File: config.mk
export PLATFORM = sky130hd
export DESIGN_NAME = tx_packet_queue
export DESIGN_NICKNAME = d
export VERILOG_FILES = /design/src/rtl/tx_packet_queue.sv
export SDC_FILE = /design/constraint.sdc
export NUM_CORES = 1
export LEC_CHECK = 0
export ABC_AREA = 1
export CORE_MARGIN = 1
export CORE_UTILIZATION = 52
export CTS_CLUSTER_DIAMETER = 60
export DETAILED_ROUTE_END_ITERATION = 7
export PLACE_DENSITY = 0.76
export SLEW_MARGIN = 5
export SYNTH_ARGS = -nofsm -noshare
export SYNTH_HDL_FRONTEND = slang
export SYNTH_SLANG_ARGS = --single-unit
export TNS_END_PERCENT = 30
File: constraint.sdc
create_clock -name Clk_S -period 5.2 [get_ports Clk_S]
set_input_delay 1.04 -clock Clk_S [delete_from_list [all_inputs] [get_ports Clk_S]]
set_output_delay 1.04 -clock Clk_S [all_outputs]
set_load 0.05 [all_outputs]
File: src/rtl/tx_packet_queue.sv
// tx_packet_queue: four-entry packet FIFO feeding a serial transmitter.
// The oldest packet is mirrored into a dedicated head register that drives
// TX_Data, so the transmitter sees a registered value that only changes when
// the head is replaced. Count includes the head entry.
module tx_packet_queue (
  input  logic        Clk_S,
  input  logic        Rst_n,
  input  logic [54:0] In_Data,
  input  logic        In_Valid,
  output logic        In_Ready,
  input  logic        Flush,
  output logic [54:0] TX_Data,
  output logic        TX_Data_Valid,
  input  logic        TX_Ready,
  output logic [2:0]  Count,
  output logic [7:0]  Sent_Count
);

  localparam int DEPTH = 4;

  // Packet storage; every queued packet (head included) lives here.
  logic [54:0] r_mem [DEPTH];

  logic [1:0]  r_rd_ptr;
  logic [1:0]  r_wr_ptr;
  logic [2:0]  r_count;
  logic        r_valid;
  logic [54:0] r_tx_data;
  logic [7:0]  r_sent;

  logic        w_in_ready;
  logic        w_push;
  logic        w_pop;
  logic [2:0]  w_remaining;
  logic [2:0]  w_count_next;
  logic [1:0]  w_rd_ptr_next;
  logic [1:0]  w_wr_ptr_next;
  logic [54:0] w_head_next;
  logic        w_head_load;

  // Space is judged on the current occupancy only, so a pop on the same edge
  // never frees room for a push into a full queue.
  assign w_in_ready = (r_count < 3'd4);
  assign w_push     = In_Valid & w_in_ready & ~Flush;
  // A pop is a completed handoff and is honoured even when Flush is high.
  assign w_pop      = r_valid & TX_Ready;
  // Occupancy once the outgoing head (if any) has left.
  assign w_remaining = r_count - {2'b00, w_pop};

  // Next-state pointers, occupancy and the value that will sit at the head.
  always_comb begin
    w_count_next  = w_remaining + {2'b00, w_push};
    w_rd_ptr_next = r_rd_ptr + {1'b0, w_pop};
    w_wr_ptr_next = r_wr_ptr + {1'b0, w_push};
    w_head_next   = r_mem[w_rd_ptr_next];
    w_head_load   = 1'b0;
    // When nothing older survives the edge, the packet arriving now is the
    // new head; it is not yet in storage so take it straight from the input.
    if (w_remaining == 3'd0) begin
      w_head_next = In_Data;
    end
    if (Flush) begin
      w_count_next  = 3'd0;
      w_rd_ptr_next = 2'd0;
      w_wr_ptr_next = 2'd0;
    end
    // Reload only while something stays queued; otherwise TX_Data keeps its
    // last value (also across a flush).
    if (!Flush && (w_count_next != 3'd0)) begin
      w_head_load = 1'b1;
    end
  end

  // Storage write; contents need no reset because occupancy tracks validity.
  always_ff @(posedge Clk_S) begin
    if (w_push) begin
      r_mem[r_wr_ptr] <= In_Data;
    end
  end

  // Pointer, occupancy and valid-flag registers.
  always_ff @(posedge Clk_S or negedge Rst_n) begin
    if (!Rst_n) begin
      r_rd_ptr <= 2'd0;
      r_wr_ptr <= 2'd0;
      r_count  <= 3'd0;
      r_valid  <= 1'b0;
    end else begin
      r_rd_ptr <= w_rd_ptr_next;
      r_wr_ptr <= w_wr_ptr_next;
      r_count  <= w_count_next;
      r_valid  <= (w_count_next != 3'd0);
    end
  end

  // Head register presented to the transmitter.
  always_ff @(posedge Clk_S or negedge Rst_n) begin
    if (!Rst_n) begin
      r_tx_data <= 55'd0;
    end else if (w_head_load) begin
      r_tx_data <= w_head_next;
    end
  end

  // Running count of completed handoffs, wrapping at 256.
  always_ff @(posedge Clk_S or negedge Rst_n) begin
    if (!Rst_n) begin
      r_sent <= 8'd0;
    end else if (w_pop) begin
      r_sent <= r_sent + 8'd1;
    end
  end

  assign In_Ready      = w_in_ready;
  assign TX_Data       = r_tx_data;
  assign TX_Data_Valid = r_valid;
  assign Count         = r_count;
  assign Sent_Count    = r_sent;

endmodule

==> reports/qor.json, run 1 <==
{
  "logic_synthesis": {
    "postSynthNetCount": 1403,
    "netlist.top_cell.by_area": "sky130_fd_sc_hd__edfxtp_1",
    "synth-async-reset-ratio_pct": 24.40,
    "synthesis.yosys.warnings": 0,
    "synth_largest_type_area_fraction_pct": 49.85,
    "synth-edff-count": 220,
    "synth_cells": 1340,
    "yosys_register_bits": 291,
    "synth_seq_area_share_pct": 63.26,
    "syn_avg_cell_area_um2": 9.890,
    "synth_cell_types": 23,
    "synth.top_cells.by_area": "sky130_fd_sc_hd__edfxtp_1, sky130_fd_sc_hd__dfrtp_1, sky130_fd_sc_hd__nand2_1",
    "ys.flop_type": "sky130_fd_sc_hd__edfxtp_1",
    "syn-cell-area_um2": 13250
  },
  "placement": {
    "place.port_buffers": 127,
    "gp_routability_congestion": 0.7673,
    "placed_cells": 1725,
    "detailed_place.area_um2": 14720,
    "detailed_place_hpwl_um": 18270
  },
  "cts": {
    "clock_tree.buffer_depth": 3,
    "clock-root-buffer": "sky130_fd_sc_hd__clkbuf_16",
    "cts_buf_count": 30,
    "ctsResizeCount": 0,
    "clk_pin_slew_ps": 60,
    "clock_sink_count": 291,
    "htreeDepth": 1,
    "worstSkewPairLatency_ps": 550,
    "cts_hold_buffers": 0,
    "cts_setup_buffers": 0,
    "tritoncts_clock_tree": "done"
  },
  "cells_and_area": {
    "post_route_cells_drive_above_1_share_pct": 6.272,
    "finalNetCount": 1490,
    "final_cell_area_um2": 15700,
    "final_cells": 1782,
    "syn2layout_area_growth_pct": 18.49,
    "fillerInstances": 2017
  },
  "floorplan": {
    "die_h_um": 161.6,
    "fp-row-count": 58,
    "pin_count": 128,
    "die_w_um": 161.6,
    "fp.dieArea_um2": 26130,
    "placeableCoreArea_um2": 25110,
    "initial_utilization_pct": 52.78
  },
  "timing": {
    "max_clock_freq_mhz": 277.6,
    "post-route-period-util_pct": 69.27,
    "fin_skew_ps": 13.33,
    "report.final.setup_viol": 0,
    "final-max-slew-violation-count": 0,
    "relSlewSlack_pct": 28.71,
    "report.final.hold_viol_count": 0,
    "unrepaired_setup_endpoints_after_global_routing": "false",
    "period_minus_slack_ps": 3602,
    "setup-tns-final_ps": 0,
    "timing_worst_slew_pin_value_ps": 1069
  },
  "global_routing": {
    "initial_antenna_violation_count": 1,
    "grt_pass1_wl_um": 52770,
    "grt_remaining_overflow": 0,
    "grt_util_all_layers_pct": 25.85,
    "grt_pass1_vias": 10121,
    "grt_max_degree": 93
  },
  "pwr": {
    "power.share.switching_pct": 44.52,
    "power_frac_clock_pct": 21.4,
    "p_int_uw": 5427,
    "power.net_switching_uw": 4354,
    "p_total_uw": 9781,
    "cellLeakagePower_uw": 0.006974,
    "combPwrFrac_pct": 46.8,
    "p_seq_share_pct": 31.7,
    "cellPowerDensity_nw_per_um2": 622.9,
    "worst_ir_drop_vdd_v": 0.0006355
  },
  "routing": {
    "drc": 0,
    "routed_wl_um": 32910,
    "top_layer": "met4",
    "detail-route-antenna-nets": 0,
    "routedLengthMet1_um": 12780,
    "avgRoutedWirePerCell_um": 18.47,
    "dr.pass1.iters": 5,
    "drt-initial-drc-count": 1167,
    "wl_met2_um": 16530,
    "detail_route.vias_per_cell": 5.614,
    "route.vias.total": 10004,
    "met3_routed_wl_um": 2536
  },
  "status": {
    "run_status": "complete, no violations"
  },
  "worst_setup_path": {
    "criticalPathCategory": "input pin to flop",
    "crit_path_end_kind": "flop",
    "crit_fanout": 31,
    "worst-path-stages": 11,
    "cp_slowest_cell": "sky130_fd_sc_hd__nand3_2",
    "cp.arrival_ps": 4040,
    "path_buf_inv": 3,
    "worst_path_largest_cell_delay_ps": 720,
    "cpMostUsedCell": "sky130_fd_sc_hd__nand2_1",
    "start_kind": "input pin",
    "path_delay_family": "buffers and inverters",
    "ff2ff_path_depth": 10,
    "worstPathCellList": "clkdlybuf4s50_1 > nand2_2 > nor2_1 > ha_2 > buf_4 > nand3_2 > buf_4 > nand2_1 > nand2_1 > nand2_1 > nand2_1",
    "critical_path_required_ps": 5640
  },
  "worst_hold_path": {
    "min_delay_path_depth": 1,
    "hold_class": "flop to flop"
  },
  "flow_run": {
    "max_cap_viol_count": 0
  }
}
==> path summary, 6_finish.rpt <==
check | to | startpoint | slack [ps]
hold reg to reg | Sent_Count[7] | Sent_Count[7] | 480
max in group asynchronous | TX_Data[42] | Rst_n | 3870
setup reg to reg | TX_Data[3] | TX_Data_Valid | 2130
min in group asynchronous | Sent_Count[5] | Rst_n | 670
hold / removal | Sent_Count[7] | Sent_Count[7] | 480
setup / recovery | TX_Data[3] | TX_Ready | 1600
==> kinds of logic (layout without fill, tap and decap cells) <==
kind of cell,count (synthesis),in the layout,synth area share [%]
compound gates,2,2,0.09440
buf+inv,279,390,8.884
other cells,0,1,0
simple gates,756,756,26.83
xor+xnor,9,9,0.6514
flops,291,291,63.26
fa+ha+maj,3,3,0.2833
==> registers in the layout (all words and copies together) (netlist names) <==
name	flops
r_wr_ptr	2
TX_Data_Valid	1
r_mem	220
Sent_Count	8
TX_Data	55
Count	3
r_rd_ptr	2
==> cell usage in the layout, fill, tap and decap left out, drive strengths merged, types with 2 or more instances in the layout <==
master | Yosys | final
nand3b | 55 | 55
clkbuf | 36 | 42
nand3 | 173 | 173
xnor2 | 5 | 5
nand2 | 405 | 405
xor2 | 4 | 4
ha | 3 | 3
inv | 185 | 185
edfxtp | 220 | 220
clkdlybuf4s50 | 0 | 126
clkinv | 0 | 13
nor3 | 2 | 2
nand4 | 112 | 112
dfrtp | 71 | 71
buf | 58 | 23
nor2 | 9 | 9
==> metrics by stage <==
step | util, % | hold slack, ps | setup WS, ps
4_1_cts | 62.53 | 485.5 | 1670
6_report | 62.54 | 484.7 | 1598
2_1_floorplan | - | 526.0 | -426.5
5_1_grt | 62.54 | 502.7 | 1450
3_5_place_dp | 58.62 | 474.5 | 1102
3_3_place_gp | 58.62 | 460.4 | 1200
==> Yosys cell counts, types with 2 or more instances <==
master,number
sky130_fd_sc_hd__dfrtp_1,71
sky130_fd_sc_hd__nor3_1,2
sky130_fd_sc_hd__buf_4,12
sky130_fd_sc_hd__inv_1,184
sky130_fd_sc_hd__nand3_1,171
sky130_fd_sc_hd__buf_2,38
sky130_fd_sc_hd__clkbuf_1,36
sky130_fd_sc_hd__nand2_1,404
sky130_fd_sc_hd__nand3_2,2
sky130_fd_sc_hd__buf_1,3
sky130_fd_sc_hd__nand3b_1,55
sky130_fd_sc_hd__xor2_1,4
sky130_fd_sc_hd__edfxtp_1,220
sky130_fd_sc_hd__nor2_1,9
sky130_fd_sc_hd__buf_6,5
sky130_fd_sc_hd__ha_1,3
sky130_fd_sc_hd__xnor2_1,4
sky130_fd_sc_hd__nand4_1,112
==> area by class of cell <==
class | count | area [um^2] | share of cell area [%]
timing repair buffer | 149 | 1459 | 9.291
multi-input combinational | 770 | 3770 | 24.01
antenna | 1 | 2.502 | 0.01594
clock buffer | 42 | 887.1 | 5.649
tap | 330 | 412.9 | 2.629
sequential | 291 | 8383 | 53.39
inverter | 185 | 694.4 | 4.422
clock inverter | 14 | 93.84 | 0.5976
==> power groups by stage <==
stage                     combinational [uW]  sequential [uW]  clock (uW)
after floorplan                         2380             3950           0
after global placement                  4440             3140           0
final                                   4580             3100        2100
after CTS                               4570             3100        2120
after global routing                    5010             3130        2220
after detailed placement                4540             3140           0
==> metal layers <==
| layer | vias up | track usage (%) |
|---|---|---|
| li1 | 4648 | - |
| met1 | 4785 | 33.05 |
| met2 | 489 | 44.87 |
| met3 | 82 | 3.261 |
| met4 | 0 | 10.08 |
| met5 | - | 0 |
(Power assumes the default switching activity.)
==> run 2, diff against run 1 <==
==> constraint.sdc (replaced) <==
create_clock -name Clk_S -period 3.3 [get_ports Clk_S]
set_input_delay 0.66 -clock Clk_S [delete_from_list [all_inputs] [get_ports Clk_S]]
set_output_delay 0.66 -clock Clk_S [all_outputs]
set_load 0.05 [all_outputs]
==> run 2 against run 1 <==
Against the previous run: non-clock buffer count is 14 higher; register-to-register slack worse by 1300 ps; largest cell class unchanged; sequential power is 58% higher; via count is 0.81% lower; combinational power is 62% higher; worst hold slack worse by 200 ps; critical endpoint is now TX_Data[7]; largest power group unchanged; core utilization is 0.95 points higher.
==> reports/qor.json, run 2 (synthesized netlist as in run 1, its figures left out) <==
{
  "status": {
    "run_status": {"value": "complete, no violations", "change": "unchanged"}
  },
  "cells_and_area": {
    "regMostFlops": {"value": "r_mem", "change": "unchanged"},
    "finalCoreUtilization": {"value": 63.48, "unit": "%", "change": "was 62.54%"},
    "final_cells": {"value": 1794, "change": "was 1,782"},
    "finalNetCount": {"value": 1504, "change": "was 1,490"},
    "post_route_cells_drive_above_1_share": {"value": 6.967, "unit": "%", "change": "was 6.272%"},
    "most_common_cell_after_layout_fill_and_taps_aside": {"value": "sky130_fd_sc_hd__nand2_1", "change": "unchanged"},
    "fillerInstances": {"value": 1955, "change": "was 2,017"},
    "syn2layout_area_growth": {"value": 20.28, "unit": "%", "change": "was 18.49%"},
    "flip_flop_count_of_the_largest_register_after_layout": {"value": 220, "change": "unchanged"},
    "antenna_cells": {"value": 0, "change": "was 1"},
    "final_cell_mix": {"value": "sky130_fd_sc_hd__nand2_1, sky130_fd_sc_hd__edfxtp_1, sky130_fd_sc_hd__inv_1, sky130_fd_sc_hd__nand3_1, sky130_fd_sc_hd__clkdlybuf4s50_1", "change": "unchanged"}
  },
  "global_routing": {
    "grt_pass1_vias": {"value": 9795, "change": "was 10.12k"},
    "initial_antenna_violation_count": {"value": 1, "change": "unchanged"},
    "grt_remaining_overflow": {"value": 0, "change": "unchanged"},
    "grt_util_all_layers": {"value": 25.45, "unit": "%", "change": "was 25.85%"},
    "grt_pass1_wl": {"value": 51990, "unit": "um", "change": "was 52,770 um"},
    "grt_max_degree": {"value": 79, "change": "was 93"}
  },
  "worst_setup_path": {
    "worst_r2r_startpoint": {"value": "TX_Data_Valid", "change": "unchanged"},
    "worst-path-stages": {"value": 12, "change": "was 11"},
    "crit_fanout": {"value": 45, "change": "was 31"},
    "path_buf_inv": {"value": 4, "change": "was 3"},
    "worst_path_largest_cell_delay": {"value": 520, "unit": "ps", "change": "was 720 ps"},
    "critical_path.startpoint": {"value": "TX_Ready", "change": "unchanged"},
    "cp.arrival": {"value": 3160, "unit": "ps", "change": "was 4040 ps"},
    "critical_path_required": {"value": 3770, "unit": "ps", "change": "was 5640 ps"},
    "worstPathCellList": {"value": "clkdlybuf4s50_1 > nand2_2 > nor2_1 > ha_2 > inv_1 > ha_1 > inv_1 > nand2_1 > nand3_2 > buf_4 > nand4_1 > nand2_1", "change": "was clkdlybuf4s50_1 > nand2_2 > nor2_1 > ha_2 > buf_4 > nand3_2 > buf_4 > nand2_1 > nand2_1 > nand2_1 > nand2_1"},
    "path_delay_family": {"value": "buffers and inverters", "change": "unchanged"},
    "crit_path_end_kind": {"value": "flop", "change": "unchanged"},
    "cp_slowest_cell": {"value": "sky130_fd_sc_hd__buf_4", "change": "was sky130_fd_sc_hd__nand3_2"},
    "criticalPathCategory": {"value": "input pin to flop", "change": "unchanged"},
    "start_kind": {"value": "input pin", "change": "unchanged"},
    "ff2ff_path_depth": {"value": 11, "change": "was 10"}
  },
  "routing": {
    "avgRoutedWirePerCell": {"value": 18.09, "unit": "um", "change": "was 18.47 um"},
    "drc": {"value": 0, "change": "unchanged"},
    "detail_route.vias_per_cell": {"value": 5.531, "change": "was 5.614"},
    "dr.pass1.iters": {"value": 5, "change": "unchanged"},
    "detail-route-antenna-nets": {"value": 0, "change": "unchanged"},
    "drt-initial-drc-count": {"value": 743, "change": "was 1,167"},
    "route.vias.total": {"value": 9923, "change": "was 10.00k"},
    "routed_wl": {"value": 32450, "unit": "um", "change": "was 32,910 um"}
  },
  "flow_run": {
    "max_cap_viol_count": {"value": 0, "change": "unchanged"}
  },
  "worst_hold_path": {
    "hold_class": {"value": "input pin to asynchronous set/reset pin", "change": "was flop to flop"}
  },
  "floorplan": {
    "die_w": {"value": 161.6, "unit": "um", "change": "unchanged"},
    "placeableCoreArea": {"value": 25110, "unit": "um^2", "change": "unchanged"},
    "die_h": {"value": 161.6, "unit": "um", "change": "unchanged"},
    "initial_utilization": {"value": 52.78, "unit": "%", "change": "unchanged"},
    "pin_count": {"value": 128, "change": "unchanged"},
    "fp.dieArea": {"value": 26130, "unit": "um^2", "change": "unchanged"},
    "fp-row-count": {"value": 58, "change": "unchanged"}
  },
  "cts": {
    "worstSkewPairLatency": {"value": 550, "unit": "ps", "change": "about the same"},
    "cts_setup_buffers": {"value": 0, "change": "unchanged"},
    "clock_sink_count": {"value": 291, "change": "unchanged"},
    "cts_buf_count": {"value": 30, "change": "unchanged"},
    "ctsResizeCount": {"value": 0, "change": "unchanged"},
    "clock_tree.buffer_depth": {"value": 3, "change": "unchanged"},
    "clock-root-buffer": {"value": "sky130_fd_sc_hd__clkbuf_16", "change": "unchanged"},
    "htreeDepth": {"value": 1, "change": "unchanged"},
    "clk_pin_slew": {"value": 60, "unit": "ps", "change": "about the same"},
    "cts_hold_buffers": {"value": 0, "change": "unchanged"},
    "tritoncts_clock_tree": {"value": "done", "change": "unchanged"}
  },
  "placement": {
    "dp_slack": {"value": 141.0, "unit": "ps", "change": "was 1102 ps"},
    "detailed_place_hpwl": {"value": 18390, "unit": "um", "change": "was 18,270 um"},
    "placed_cells": {"value": 1739, "change": "was 1,725"},
    "gp_routability_congestion": {"value": 0.7431, "change": "was 0.7673"},
    "place.port_buffers": {"value": 127, "change": "unchanged"}
  },
  "timing": {
    "final_critical_path_setup_slack": {"value": 609.5, "unit": "ps", "change": "was 1598 ps"},
    "post-route-period-util_pct": 81.53,
    "report.final.hold_viol_count": {"value": 0, "change": "unchanged"},
    "timing_worst_slew_pin_value": {"value": 991.7, "unit": "ps", "change": "was 1069 ps"},
    "final-max-slew-violation-count": {"value": 0, "change": "unchanged"},
    "report.final.setup_viol": {"value": 0, "change": "unchanged"},
    "unrepaired_setup_endpoints_after_global_routing": {"value": "false", "change": "unchanged"},
    "fin_skew": {"value": 17.72, "unit": "ps", "change": "was 13.33 ps"},
    "period_minus_slack_ps": 2690,
    "relSlewSlack": {"value": 33.88, "unit": "%", "change": "was 28.71%"},
    "max_clock_freq_mhz": 371.7
  },
  "pwr": {
    "cellPowerDensity": {"value": 980.1, "unit": "nW/um^2", "change": "was 622.9 nW/um^2"},
    "cellLeakagePower": {"value": 0.007067, "unit": "uW", "change": "was 0.006974 uW"},
    "worst_ir_drop_vdd": {"value": 0.0007118, "unit": "V", "change": "was 0.0006355 V"}
  }
}
-- run 2: path summary, 6_finish.rpt --
check	slack (ps)	end
worst max-delay path	610	TX_Data[7]
worst min-delay path	280	Sent_Count[7]
min in group Clk_S	470	Sent_Count[7]
worst min register to register	470	Sent_Count[7]
worst max register to register	800	TX_Data[7]
max in group asynchronous	2380	TX_Data[41]
-- run 2: per-stage QoR --
stage	power, uW	area [um^2]	setup TNS (ps)	hold slack (ps)
after CTS	15680	15940	0	325.7
after global routing	16530	15940	0	353.4
after global placement	12160	14960	0	460.1
after floorplan	9975	13270	-69110	364.4
final	15620	15940	0	280.0
after detailed placement	12330	14960	0	462.2
-- run 2: final cells by class --
cell class | count | area, um^2 | share of cell area [%]
Multi-Input combinational cell | 770 | 3782 | 23.73
Tap cell | 330 | 412.9 | 2.590
Sequential cell | 291 | 8383 | 52.59
Inverter | 185 | 694.4 | 4.356
Clock inverter | 13 | 121.4 | 0.7614
Clock buffer | 42 | 857.1 | 5.377
Timing Repair Buffer | 163 | 1689 | 10.60
-- run 2: metal layers --
metal	GRT usage (%)	wire length, um	vias up
met5	0	11	-
met3	4.186	2559	70
met2	45.16	16470	423
li1	-	-	4677
met1	31.78	12670	4751
met4	8.019	736	2
-- run 2: power by group --
part | leakage (uW) | internal, uW | switching, uW | total, uW
Combinational | 0.00371 | 2230 | 5170 | 7400
Sequential | 0.00288 | 4540 | 356 | 4900
Clock | 0.000480 | 1960 | 1360 | 3320
